==> src/rtl/dm_port_arbiter_pkg.sv <==
// Shared types and defaults for the data-memory port arbiter.
package dm_port_arbiter_pkg;

    localparam int AW_DEF = 8;
    localparam int DW_DEF = 32;
    localparam int CW_DEF = 16;

    typedef enum logic {
        ST_RR     = 1'b0,
        ST_LOCKED = 1'b1
    } state_e;

    typedef enum logic {
        REQ_S = 1'b0,
        REQ_D = 1'b1
    } req_id_e;

endpackage

==> src/rtl/dm_port_arbiter_if.sv <==
// Bus bundle between sorter, debug unit, data memory and the arbiter.
interface dm_port_arbiter_if #(
    parameter int AW = 8,
    parameter int DW = 32,
    parameter int CW = 16
);
    logic          s_req;
    logic          s_we;
    logic [AW-1:0] s_addr;
    logic [DW-1:0] s_wdata;
    logic          s_gnt;
    logic          s_rvalid;
    logic [DW-1:0] s_rdata;

    logic          d_req;
    logic          d_we;
    logic [AW-1:0] d_addr;
    logic [DW-1:0] d_wdata;
    logic          d_lock;
    logic          d_gnt;
    logic          d_rvalid;
    logic [DW-1:0] d_rdata;

    logic [AW-1:0] m_addr;
    logic          m_we;
    logic [DW-1:0] m_wdata;
    logic [DW-1:0] m_rdata;

    logic          locked;
    logic [CW-1:0] stall_cnt;

    modport slave (
        input  s_req, s_we, s_addr, s_wdata,
        output s_gnt, s_rvalid, s_rdata,
        input  d_req, d_we, d_addr, d_wdata, d_lock,
        output d_gnt, d_rvalid, d_rdata,
        output m_addr, m_we, m_wdata,
        input  m_rdata,
        output locked, stall_cnt
    );

    modport master (
        output s_req, s_we, s_addr, s_wdata,
        input  s_gnt, s_rvalid, s_rdata,
        output d_req, d_we, d_addr, d_wdata, d_lock,
        input  d_gnt, d_rvalid, d_rdata,
        input  m_addr, m_we, m_wdata,
        output m_rdata,
        input  locked, stall_cnt
    );

endinterface

==> src/rtl/dm_rr_pick.sv <==
// Two-way round-robin picker; a tie goes to whoever was not granted last.
module dm_rr_pick
    import dm_port_arbiter_pkg::*;
(
    input  logic [1:0] req,
    input  req_id_e    last,
    output logic [1:0] grant
);

    always_comb begin
        grant = 2'b00;
        case (req)
            2'b01:   grant = 2'b01;
            2'b10:   grant = 2'b10;
            2'b11:   grant = (last == REQ_D) ? 2'b01 : 2'b10;
            default: grant = 2'b00;
        endcase
    end

endmodule

==> src/rtl/dm_port_arbiter.sv <==
// Shares one synchronous data-memory port between sorter (S) and debug (D),
// with an exclusive debug lock and a sorter stall counter.
module dm_port_arbiter
    import dm_port_arbiter_pkg::*;
#(
    parameter int AW = AW_DEF,
    parameter int DW = DW_DEF,
    parameter int CW = CW_DEF
) (
    input logic              clk,
    input logic              rst,
    dm_port_arbiter_if.slave bus
);

    state_e        state_q, state_d;
    req_id_e       last_q, last_d;
    logic [AW-1:0] addr_q, addr_d;
    logic [DW-1:0] wdata_q, wdata_d;
    logic          s_rv_q, s_rv_d;
    logic          d_rv_q, d_rv_d;
    logic [CW-1:0] stall_q, stall_d;

    logic [1:0]    pick_req;
    logic [1:0]    pick_gnt;
    logic [1:0]    gnt;
    logic [AW-1:0] m_addr;
    logic [DW-1:0] m_wdata;
    logic          m_we;

    // Under lock the sorter is masked before the picker sees it.
    assign pick_req = {bus.d_req, bus.s_req & (state_q == ST_RR)};

    dm_rr_pick u_pick (
        .req   (pick_req),
        .last  (last_q),
        .grant (pick_gnt)
    );

    assign gnt = pick_gnt & {2{~rst}};

    always_comb begin
        state_d = state_q;
        last_d  = last_q;
        addr_d  = addr_q;
        wdata_d = wdata_q;
        stall_d = stall_q;
        m_addr  = addr_q;
        m_wdata = wdata_q;
        m_we    = 1'b0;
        s_rv_d  = gnt[0] & ~bus.s_we;
        d_rv_d  = gnt[1] & ~bus.d_we;

        if (gnt[0]) begin
            last_d  = REQ_S;
            m_addr  = bus.s_addr;
            m_wdata = bus.s_wdata;
            m_we    = bus.s_we;
        end else if (gnt[1]) begin
            last_d  = REQ_D;
            m_addr  = bus.d_addr;
            m_wdata = bus.d_wdata;
            m_we    = bus.d_we;
        end
        addr_d  = m_addr;
        wdata_d = m_wdata;

        case (state_q)
            ST_RR:     if (bus.d_lock)  state_d = ST_LOCKED;
            ST_LOCKED: if (!bus.d_lock) state_d = ST_RR;
            default:   state_d = ST_RR;
        endcase

        if (bus.s_req && !gnt[0] && (stall_q != {CW{1'b1}}))
            stall_d = stall_q + CW'(1);
    end

    always_ff @(posedge clk or posedge rst) begin
        if (rst) begin
            state_q <= ST_RR;
            last_q  <= REQ_D;
            addr_q  <= '0;
            wdata_q <= '0;
            s_rv_q  <= 1'b0;
            d_rv_q  <= 1'b0;
            stall_q <= '0;
        end else begin
            state_q <= state_d;
            last_q  <= last_d;
            addr_q  <= addr_d;
            wdata_q <= wdata_d;
            s_rv_q  <= s_rv_d;
            d_rv_q  <= d_rv_d;
            stall_q <= stall_d;
        end
    end

    assign bus.s_gnt     = gnt[0];
    assign bus.d_gnt     = gnt[1];
    assign bus.s_rvalid  = s_rv_q;
    assign bus.d_rvalid  = d_rv_q;
    assign bus.s_rdata   = s_rv_q ? bus.m_rdata : '0;
    assign bus.d_rdata   = d_rv_q ? bus.m_rdata : '0;
    assign bus.m_addr    = m_addr;
    assign bus.m_wdata   = m_wdata;
    assign bus.m_we      = m_we;
    assign bus.locked    = (state_q == ST_LOCKED);
    assign bus.stall_cnt = stall_q;

endmodule

==> src/flat_wrapper.sv <==
// flat-port wrapper written by rule: the top's interface ports become plain ports
module dm_port_arbiter_flat import dm_port_arbiter_pkg::*;
#(
    parameter int AW = AW_DEF,
    parameter int DW = DW_DEF,
    parameter int CW = CW_DEF
)
  (clk, rst, bus_s_req, bus_s_we, bus_s_addr, bus_s_wdata, bus_s_gnt, bus_s_rvalid, bus_s_rdata, bus_d_req, bus_d_we, bus_d_addr, bus_d_wdata, bus_d_lock, bus_d_gnt, bus_d_rvalid, bus_d_rdata, bus_m_addr, bus_m_we, bus_m_wdata, bus_m_rdata, bus_locked, bus_stall_cnt);
  dm_port_arbiter_if #(.AW(AW), .DW(DW), .CW(CW)) bus_i ();
  input logic clk;
  input logic rst;
  input wire logic [$bits(bus_i.s_req)-1:0] bus_s_req;
  input wire logic [$bits(bus_i.s_we)-1:0] bus_s_we;
  input wire logic [$bits(bus_i.s_addr)-1:0] bus_s_addr;
  input wire logic [$bits(bus_i.s_wdata)-1:0] bus_s_wdata;
  output wire logic [$bits(bus_i.s_gnt)-1:0] bus_s_gnt;
  output wire logic [$bits(bus_i.s_rvalid)-1:0] bus_s_rvalid;
  output wire logic [$bits(bus_i.s_rdata)-1:0] bus_s_rdata;
  input wire logic [$bits(bus_i.d_req)-1:0] bus_d_req;
  input wire logic [$bits(bus_i.d_we)-1:0] bus_d_we;
  input wire logic [$bits(bus_i.d_addr)-1:0] bus_d_addr;
  input wire logic [$bits(bus_i.d_wdata)-1:0] bus_d_wdata;
  input wire logic [$bits(bus_i.d_lock)-1:0] bus_d_lock;
  output wire logic [$bits(bus_i.d_gnt)-1:0] bus_d_gnt;
  output wire logic [$bits(bus_i.d_rvalid)-1:0] bus_d_rvalid;
  output wire logic [$bits(bus_i.d_rdata)-1:0] bus_d_rdata;
  output wire logic [$bits(bus_i.m_addr)-1:0] bus_m_addr;
  output wire logic [$bits(bus_i.m_we)-1:0] bus_m_we;
  output wire logic [$bits(bus_i.m_wdata)-1:0] bus_m_wdata;
  input wire logic [$bits(bus_i.m_rdata)-1:0] bus_m_rdata;
  output wire logic [$bits(bus_i.locked)-1:0] bus_locked;
  output wire logic [$bits(bus_i.stall_cnt)-1:0] bus_stall_cnt;
  assign bus_i.s_req = bus_s_req;
  assign bus_i.s_we = bus_s_we;
  assign bus_i.s_addr = bus_s_addr;
  assign bus_i.s_wdata = bus_s_wdata;
  assign bus_s_gnt = bus_i.s_gnt;
  assign bus_s_rvalid = bus_i.s_rvalid;
  assign bus_s_rdata = bus_i.s_rdata;
  assign bus_i.d_req = bus_d_req;
  assign bus_i.d_we = bus_d_we;
  assign bus_i.d_addr = bus_d_addr;
  assign bus_i.d_wdata = bus_d_wdata;
  assign bus_i.d_lock = bus_d_lock;
  assign bus_d_gnt = bus_i.d_gnt;
  assign bus_d_rvalid = bus_i.d_rvalid;
  assign bus_d_rdata = bus_i.d_rdata;
  assign bus_m_addr = bus_i.m_addr;
  assign bus_m_we = bus_i.m_we;
  assign bus_m_wdata = bus_i.m_wdata;
  assign bus_i.m_rdata = bus_m_rdata;
  assign bus_locked = bus_i.locked;
  assign bus_stall_cnt = bus_i.stall_cnt;
  dm_port_arbiter #(.AW(AW), .DW(DW), .CW(CW)) u_core (.clk(clk), .rst(rst), .bus(bus_i));
endmodule
==> config.mk <==
export PLATFORM = sky130hd
export DESIGN_NAME = dm_port_arbiter_flat
export DESIGN_NICKNAME = d
export VERILOG_FILES = /design/src/rtl/dm_port_arbiter_pkg.sv /design/src/rtl/dm_port_arbiter_if.sv /design/src/rtl/dm_rr_pick.sv /design/src/rtl/dm_port_arbiter.sv /design/src/flat_wrapper.sv
export SDC_FILE = /design/constraint.sdc
export NUM_CORES = 1
export LEC_CHECK = 0
export BUFFER_PORTS_ARGS = -buffer_cell sky130_fd_sc_hd__buf_2
export CORE_MARGIN = 2
export CORE_UTILIZATION = 40
export CTS_CLUSTER_DIAMETER = 60
export DETAILED_ROUTE_END_ITERATION = 16
export HOLD_SLACK_MARGIN = 0.06
export PLACE_DENSITY_LB_ADDON = 0.08
export SLEW_MARGIN = 0
export SYNTH_ARGS = -nofsm -noshare
export SYNTH_HDL_FRONTEND = slang
export SYNTH_SLANG_ARGS = --single-unit
==> constraint.sdc <==
create_clock -name clk -period 1.9 [get_ports clk]
set_input_delay 0.285 -clock clk [delete_from_list [all_inputs] [get_ports clk]]
set_output_delay 0.285 -clock clk [all_outputs]
set_load 0.01 [all_outputs]
==> impl_results.md, run 1 <==
* Total grt overflow at 0
* CP most frequent cell: buf_12
* Failing checks: negative setup slack
* Core area at 8130 um^2
* Worst Path Buf+Inv at 4
* Port bufs at 244
* Worst Slack Setup Final at -0.241 ns
* Period utilization at 113%
* CP required at 1.62 ns
* # setup viols final at 42
* I/O Pins at 245
* Total wire length at 11,900 um
* Hold Path Class: primary input to async pin
* CTS tree: yes
* Async SR Flop Fraction at 100%
* Crit end category: primary output
* Clk_skew at 0.00977 ns
* Worst setup SP type: flop
* Dpl cells at 677
* EDFF count, synth at 0
* Most used DFF post-synth: dfrtp_1
* Worst-margin pin slew at 0.482 ns
* CTS Root Cell: clkbuf_8
* Worst vdd ir at 0.000648 V
* Worst EP arrival at 1.86 ns
* Post-route non-filler standard cell count at 710
* Placed inst area at 4740 um^2
* Worst path max stage delay at 0.57 ns
* Avg WL per Cell at 16.7 um
* Maxcap violations at 0
* Slowest CP cell: dfstp_2
* Mapped Cells at 334
* Seq cells post-synth at 60
* Setup CP Type: flop to primary output
* Share of post-route cells with drive strength above 1 at 58.2%
* Cts bufs inserted at 9
* Design area at 5470 um^2
* Post-layout net count at 720
* GRT Util Overall at 23.9%
* Syn nets at 454
* Worst-path clk slew at 0.08 ns
* Final hold violations at 0
* ANT cells at 0
* CTS Sinks at 60
* Crit path cell chain: nor2b_4, nor3b_4, buf_12, buf_12, buf_16, a22o_1, buf_2
* Synthesis-to-finish area growth at 64.0%
* Vias in the first global route at 3,159
* Worst rel slew slack at 67.8%
* Routed vias at 3,476
* Post-Syn Area per Cell at 9.99 um^2
* Post-DP HPWL at 8500 um
* GPL Wtd Cong at 1.01
* Skew-Pair Late Insertion Delay at 0.34 ns
* CTS max path bufs at 2
* Antenna violations before repair at 0
* Largest net degree at the start of global routing at 38
* Die H at 95.3 um
* Synth warnings at 0
* Maximum fanout along the worst path at 5
* FMAX at 467 MHz
* RSZ-0062 raised after global routing: yes
* Post-layout util at 67.3%
* DR iter-0 viols at 131
* Drt pass-1 iters at 4
* First-pass GRT wire length at 16,100 um
* Pwr/cell area at 782 nW/um^2
* Synthesized cell area at 3340 um^2
* Num rows at 33
* Vias per inst at 4.90
* Status: finished, violations left
* CP top delay family: flip-flops
* Distinct cells, synth at 41
* Max-slew violation count at 0
* Multi-input combinational cell area at 1890 um^2
* Die area at 9090 um^2
* DIE WIDTH at 95.3 um
* LEAKAGE at 3.02 nW
* # H-tree levels at 3
* Fin crit period at 2.14 ns
* Starting density of the core at 41.0%
* Post-route DRC at 0
* DRT antenna net count at 0
* # fillers at 702
* Storage element area at 1500 um^2
* Post-synthesis sequential area ratio at 45.0%
final cells by class:
type / instances / area share [%]
clock buffers: 11 / 2.40
well taps: 105 / 2.40
clock inverters: 5 / 0.960
flip-flops and latches: 60 / 27.5
multi-input cells: 247 / 34.6
inverters: 5 / 0.343
repair buffers: 277 / 31.8
cells in the final DEF, fill, tap and decap left out, types with 4 or more instances in the layout:
| cell type | netlist | final |
|---|---|---|
| nand2_1 | 45 | 43 |
| o21ai_2 | 0 | 35 |
| nor3_1 | 5 | 5 |
| buf_6 | 6 | 5 |
| clkbuf_16 | 0 | 4 |
| dfrtp_1 | 59 | 59 |
| mux2i_1 | 41 | 35 |
| mux2i_2 | 0 | 6 |
| clkbuf_8 | 0 | 9 |
| buf_4 | 1 | 17 |
| inv_1 | 5 | 4 |
| nor4_1 | 4 | 4 |
| buf_12 | 0 | 7 |
| xor2_1 | 12 | 12 |
| and2_1 | 66 | 66 |
| buf_2 | 7 | 239 |
| o21ai_4 | 0 | 4 |
| buf_16 | 0 | 4 |
worst paths after layout:
kind / from / endpoint / slack [ns] / cells past startpoint
worst min-delay path: rst / u_core.wdata_q[26]$_DFF_PP0_ / 0.12 / 3
worst max-delay path: u_core.last_q$_DFFE_PP1P_ / bus_m_we / -0.24 / 7
worst max register to register: u_core.last_q$_DFFE_PP1P_ / u_core.bus.stall_cnt[1]$_DFFE_PP0P_ / 0.16 / 7
worst min register to register: u_core.last_q$_DFFE_PP1P_ / u_core.last_q$_DFFE_PP1P_ / 0.49 / 2
min in group clk: bus_s_we / u_core.bus.s_rvalid$_DFF_PP0_ / 0.12 / 2
max in group asynchronous: rst / u_core.bus.stall_cnt[7]$_DFFE_PP0P_ / 1.14 / 4
routing by layer:
layer | vias up | global-route usage, % | share of wire (%)
met5 | - | 0 | 0
met3 | 26 | 6.40 | 7.8
li1 | 1680 | - | -
met4 | 0 | 11.4 | 2.9
met1 | 1626 | 29.7 | 40
met2 | 144 | 38.5 | 49
metrics by stage:
step	hold slack, ns	total power [mW]	setup slack [ns]	setup TNS [ns]
floorplan	0.316	2.34	0.132	0
global placement	0.394	2.89	0.0507	0
detailed placement	0.396	2.93	0.0338	0
CTS	0.102	4.14	-0.277	-8.73
global route	0.100	4.53	-0.304	-10.32
finish	0.123	4.28	-0.241	-7.02
kinds of logic after synthesis:
logic type,Yosys count,share of synthesized area [%]
simple gates,146,26.2
compound gates,44,7.28
flops,60,45.0
buf+inv,27,4.76
fa+ha+maj,1,0.375
xor+xnor,14,3.68
mux,42,12.6
sequential cells by signal (all words and copies together) (netlist names):
signal	flops
u_core.addr_q	8
u_core.bus.d_rvalid	1
u_core.bus.locked	1
u_core.bus.s_rvalid	1
u_core.bus.stall_cnt	16
u_core.last_q	1
u_core.wdata_q	32
worst register-to-register path, delay by kind of cell (launching register included):
kind / cells / cell delay, ns
DFF: 1 / 0.57
buffers and inverters: 3 / 0.43
AOI/OAI and AO/OA: 1 / 0.24
muxes: 1 / 0.27
and+or+nand+nor: 2 / 0.13
Yosys cell counts, drive strengths merged (4+ instances only):
cell	n	area, um^2
and2	66	413
dfrtp	59	1480
nand2	45	169
mux2i	41	410
o21ai	40	200
buf	14	110
xor2	12	105
clkbuf	8	30.0
nor4	6	58.8
inv	5	18.8
nor3	5	25.0
nand4	4	46.3
report_power, final:
part	switching, mW	leakage [nW]	internal (mW)
clock	0.505	0.0931	0.600
sequential	0.207	0.720	1.54
combinational	0.717	2.21	0.705
total	1.43	3.02	2.85
what timing repair did:
item                       CTS  global route
pin swaps                    5             7
setup endpoints to repair   42            43
hold endpoints to repair     1             0
hold buffers                 1             0
setup buffers                4             5
gates resized for setup     44            57
gates cloned                 3             4
(Power assumes the default switching activity.)
==> run 2, diff against run 1 <==
--- a/config.mk
+++ b/config.mk
@@ -5,6 +5,7 @@
 export SDC_FILE = /design/constraint.sdc
 export NUM_CORES = 1
 export LEC_CHECK = 0
+export ABC_AREA = 1
 export BUFFER_PORTS_ARGS = -buffer_cell sky130_fd_sc_hd__buf_2
 export CORE_MARGIN = 2
 export CORE_UTILIZATION = 40
==> impl_results.md, run 2 <==
* Worst vdd ir at 0.000614 V
* Post-Syn Area per Cell at 6.68 um^2
* I/O Pins at 245
* Post-synth top area share at 42.2%
* DRT antenna net count at 0
* Top-count cell post-synth: nand2_1
* RSZ-0062 raised after global routing: yes
* Worst rel slew slack at 46.9%
* Die area at 9520 um^2
* Share of post-route cells with drive strength above 1 at 51.9%
* Placed inst area at 5140 um^2
* Total grt overflow at 0
* Fin crit period at 2.10 ns
* GPL Wtd Cong at 0.850
* Die H at 97.6 um
* Worst Slack Setup Final at -0.204 ns
* Starting density of the core at 40.7%
* Pwr/cell area at 703 nW/um^2
* Crit end category: primary output
* Routed vias at 4,550
* Mapped Cells at 524
* Core area at 8590 um^2
* Seq cells post-synth at 60
* Synthesis-to-finish area growth at 88.8%
* Post-route DRC at 0
* Cts bufs inserted at 9
* Metal3 WL at 941 um
* Maxcap violations at 0
* # H-tree levels at 3
* Drt pass-1 iters at 5
* Design area at 6610 um^2
* # setup viols final at 41
* Synthesized cell area at 3500 um^2
* Reg with most FFs: u_core.wdata_q
* Synth warnings at 0
* Total wire length at 15,600 um
* Pre-CTS setup slack at -0.0949 ns
* Top cells by area, synth: dfrtp_1 (42%), nand2_1 (24%), inv_1 (8.4%), a31oi_1 (7.1%), nor2_1 (6.0%)
* Skew-Pair Late Insertion Delay at 0.34 ns
* DR iter-0 viols at 229
* Syn nets at 644
* Wl on met1 at 6080 um
* Uppermost layer routed: met4
* Async SR Flop Fraction at 100%
* Commonest non-fill, non-tap cell in the layout: buf_2
* Avg WL per Cell at 17.0 um
* Worst-margin pin slew at 0.796 ns
* Worst setup SP type: flop
* Vias per inst at 4.97
* Power Total at 4.65 mW
* Final hold violations at 0
* Hold Path Class: primary input to flop
* Dpl cells at 867
* Antenna violations before repair at 1
* Port bufs at 244
* Post-route non-filler standard cell count at 916
* Status: finished, violations left
* Largest net degree at the start of global routing at 61
* CTS tree: yes
* FMAX at 475 MHz
* First-pass GRT wire length at 19,500 um
* Top cells by count, synth: nand2_1 (226), inv_1 (78), dfrtp_1 (59)
* Max reg flops at 32
* CTS max path bufs at 2
* GRT Util Overall at 25.2%
* CTS Sinks at 60
* Period utilization at 111%
* LEAKAGE at 3.74 nW
* Distinct cells, synth at 26
* Largest area contributor in the netlist: dfrtp_1
* Most used DFF post-synth: dfrtp_1
* Setup CP Type: flop to primary output
* Failing checks: negative setup slack
* Most frequent cells in the layout: buf_2 (219), nand2_1 (213), inv_1 (76)
* Post-synthesis sequential area ratio at 42.9%
* Clk_skew at 0.0113 ns
* Num rows at 34
* CTS Root Cell: clkbuf_8
* Post-DP HPWL at 8950 um
* Vias in the first global route at 3,953
* CP required at 1.62 ns
* EDFF count, synth at 0
* Max-slew violation count at 0
* Worst-path clk slew at 0.06 ns
* Post-layout net count at 922
* DIE WIDTH at 97.6 um
* Maximum fanout along the worst path at 11
* Worst EP arrival at 1.82 ns
* Met2 WL at 7890 um
## run 2: cell type report
cell class                      instances  area [um^2]
Tap cell                              108          135
Clock buffer                           12          155
Timing Repair Buffer                  289         1970
Fill cell                             593         1980
Timing Repair inverter                  2         41.3
Clock inverter                          4         47.5
Antenna cell                            1         2.50
Sequential cell                        60         1500
Inverter                               81          327
Multi-Input combinational cell        359         2420
## run 2: timing repair
action                                  CTS  global route
gates resized for setup                  30           134
pin swaps                                 1            35
setup buffers                             2            14
hold buffers                              1             0
gates cloned                              2            14
hold endpoints to repair                  1             0
endpoints found under the setup margin   43            41
## run 2: critical path, cell delays in order (launching register included)
cell and delay, ns:
dfstp_2 0.56, clkinv_2 0.06, nand2_2 0.07, nand3_4 0.07
buf_12 0.17, clkbuf_16 0.18, a31oi_4 0.23, buf_6 0.13
## run 2: kinds of logic (layout without fill, tap and decap cells)
group | after synthesis | after routing | share of synthesized area [%]
flops | 60 | 60 | 42.9
buf+inv | 106 | 388 | 12.4
xor+xnor | 7 | 7 | 1.75
simple gates | 303 | 304 | 34.2
compound gates | 47 | 47 | 8.36
other cells | 0 | 1 | 0
fa+ha+maj | 1 | 1 | 0.357
## run 2: final timing paths
kind	from	to	slack [ns]	depth (start not counted)
min in group asynchronous	rst	u_core.bus.stall_cnt[10]$_DFFE_PP0P_	0.38	4
hold / removal	bus_d_we	u_core.bus.d_rvalid$_DFF_PP0_	0.11	2
setup reg to reg	u_core.bus.locked$_DFF_PP0_	u_core.bus.stall_cnt[8]$_DFFE_PP0P_	0.10	9
max in group asynchronous	rst	u_core.wdata_q[18]$_DFF_PP0_	1.01	4
setup / recovery	u_core.last_q$_DFFE_PP1P_	bus_m_wdata[17]	-0.20	7
hold reg to reg	u_core.last_q$_DFFE_PP1P_	u_core.last_q$_DFFE_PP1P_	0.51	2
## run 2: power breakdown
group	switching [mW]	internal, mW	leakage, nW
clock network	0.539	0.674	0.102
registers	0.144	1.49	0.739
logic	0.917	0.883	2.89
total	1.60	3.05	3.74
## run 2: metrics by stage
| stage | setup TNS [ns] | hold slack, ns | util [%] |
|---|---|---|---|
| floorplan | -21.12 | 0.316 | - |
| global placement | -0.524 | 0.398 | 59.9 |
| detailed placement | -2.15 | 0.398 | 59.9 |
| CTS | -7.03 | 0.102 | 64.4 |
| global route | -9.87 | 0.0985 | 76.9 |
| finish | -6.69 | 0.113 | 76.9 |
## run 2: layer usage
| layer | global-route usage (%) | vias up |
|---|---|---|
| li1 | - | 2157 |
| met3 | 5.25 | 45 |
| met2 | 41.8 | 222 |
| met4 | 9.29 | 0 |
| met1 | 32.4 | 2126 |
| met5 | 0 | - |
==> run 3, diff against run 2 <==
--- a/config.mk
+++ b/config.mk
@@ -11,6 +11,7 @@
 export CORE_UTILIZATION = 40
 export CTS_CLUSTER_DIAMETER = 60
 export DETAILED_ROUTE_END_ITERATION = 16
+export GPL_TIMING_DRIVEN = 0
 export HOLD_SLACK_MARGIN = 0.06
 export PLACE_DENSITY_LB_ADDON = 0.08
 export SLEW_MARGIN = 0
==> impl_results.md, run 3 (synthesis gave the netlist of run 2 again) <==
* Status: finished, violations left
* Failing checks: negative setup slack
* Setup CP Type: flop to primary output
* R2R setup slack at 0.22 ns
* Antenna violations before repair at 1
* Fraction of power consumed by sequential logic at 34.4%
* DR iter-0 viols at 215
* GPL Wtd Cong at 0.828
* First-pass GRT wire length at 20,800 um
* Worst-margin pin slew at 0.743 ns
* Max-slew violation count at 0
* Reg with most FFs: u_core.wdata_q
* Synthesis-to-finish area growth at 92.7%
* Total grt overflow at 0
* CTS Sinks at 60
* Worst rel slew slack at 50.2%
* # fillers at 564
* Commonest non-fill, non-tap cell in the layout: nand2_1
* CTS tree: yes
* Core area at 8590 um^2
* Routed vias at 4,661
* Worst reg2reg path depth at 8
* Post-route DRC at 0
* Die H at 97.6 um
* Avg WL per Cell at 17.6 um
* Worst Slack Setup Final at -0.287 ns
* I/O Pins at 245
* Total wire length at 16,300 um
* Post-route non-filler standard cell count at 923
* Reg2Reg Capture Point: u_core.wdata_q[17]$_DFF_PP0_
* DRT antenna net count at 0
* Worst setup SP type: flop
* Hold Path Class: primary input to async pin
* Share of power burned in combinational logic at 39.3%
* CP required at 1.62 ns
* DIE WIDTH at 97.6 um
* LEAKAGE at 3.75 nW
* Vias per inst at 5.05
* Sw Ratio at 34.3%
* # H-tree levels at 3
* Worst-path clk slew at 0.07 ns
* FMAX at 457 MHz
* Pre-CTS setup slack at -1.11 ns
* Internal Power at 3.12 mW
* # setup viols final at 41
* Drt pass-1 iters at 4
* Port bufs at 244
* GRT Util Overall at 26.9%
* Max reg flops at 32
* Dpl cells at 876
* Skew-Pair Late Insertion Delay at 0.34 ns
* Die area at 9520 um^2
* Num rows at 34
* Maxcap violations at 0
* Period utilization at 115%
* Share of post-route cells with drive strength above 1 at 50.1%
* Worst EP arrival at 1.90 ns
* Most frequent cells in the layout: nand2_1 (225), buf_2 (216), inv_1 (76)
* Setup TNS at -7.58 ns
* Starting density of the core at 40.7%
* Maximum fanout along the worst path at 6
* Power Total at 4.75 mW
* Post-DP HPWL at 9350 um
* RSZ-0062 raised after global routing: yes
* Post-layout net count at 930
* Crit end category: primary output
* Clk_skew at 0.0133 ns
* Cts bufs inserted at 9
* Psw at 1.63 mW
* Final hold violations at 0
* Placed inst area at 5150 um^2
* Worst vdd ir at 0.000500 V
* Largest net degree at the start of global routing at 31
* Beginning of the worst register-to-register path: u_core.last_q$_DFFE_PP1P_
* Fin crit period at 2.19 ns
* Pwr/cell area at 704 nW/um^2
* Clk pwr share at 26.3%
* Design area at 6750 um^2
* CTS Root Cell: clkbuf_8
* Vias in the first global route at 4,270
* CTS max path bufs at 2
==> run 3: changes by cell type in the layout (fill, tap and decap cells not counted), moves of 3 or more <==
cell      before  now
nand2_1      213  225
nor2_4        17   41
buf_6         30   37
buf_4         24   21
nand2_2       14    2
buf_2        219  216
clkinv_2       3    0
buf_16         2    5
nor2_2        30    4
clkbuf_1       1    5
==> run 3: critical path: stages, from the launching register on <==
cell and delay [ns]:
dfstp_2 0.57, inv_4 0.04, nand2_4 0.06, nand3_4 0.13, buf_12 0.19, clkbuf_16 0.17, nor2_4 0.18, a31oi_4 0.07
buf_6 0.14
==> run 3: worst max path at each step <==
stage,from,end,cells past startpoint
2_1_floorplan,rst,bus_m_wdata[0],6
3_3_place_gp,rst,bus_m_addr[0],8
3_5_place_dp,rst,bus_m_addr[0],8
4_1_cts,u_core.last_q$_DFFE_PP1P_,bus_m_wdata[31],8
5_1_grt,u_core.last_q$_DFFE_PP1P_,bus_m_wdata[17],8
6_report,u_core.last_q$_DFFE_PP1P_,bus_m_wdata[17],8
==> run 3: layout make-up <==
class | count | area [um^2] | share of cell area, %
multi-input cells | 358 | 2490 | 36.9
repair buffers | 273 | 1740 | 25.8
flip-flops and latches | 60 | 1500 | 22.3
plain buffers | 25 | 338 | 5.01
inverters | 81 | 313 | 4.64
clock buffers | 12 | 165 | 2.45
well taps | 108 | 135 | 2.00
clock inverters | 3 | 45.0 | 0.668
repair inverters | 2 | 12.5 | 0.185
diodes | 1 | 2.50 | 0.0371
==> run 3: per-stage QoR <==
step | hold WS, ns | util, %
2_1_floorplan | 0.316 | -
3_3_place_gp | 0.397 | 60.0
3_5_place_dp | 0.394 | 60.0
4_1_cts | 0.0669 | 70.9
5_1_grt | 0.115 | 78.5
6_report | 0.0991 | 78.5
==> run 3: timing repair <==
action | 4_1_cts | 5_1_grt
gates resized for setup | 109 | 94
setup buffers | 9 | 12
pin swaps | 19 | 29
hold buffers | 1 | 0
hold endpoints to repair | 1 | 0
endpoints found under the setup margin | 100 | 43
gates cloned | 4 | 5
==> run 3: routing by layer <==
metal / track usage, % / up-vias / routed length [um]
li1: - / 2171 / -
met1: 33.9 / 2190 / 5930
met2: 46.8 / 251 / 8400
met3: 4.46 / 49 / 1210
met4: 8.87 / 0 / 724
met5: 0 / - / 0
==> run 3: power groups by stage <==
stage / clock network (mW) / registers (mW) / logic [mW]
floorplan: 0 / 1.63 / 0.669
CTS: 1.23 / 1.61 / 1.52
global route: 1.30 / 1.65 / 1.98
finish: 1.25 / 1.63 / 1.87
detailed placement: 0 / 1.64 / 1.17
global placement: 0 / 1.63 / 1.15
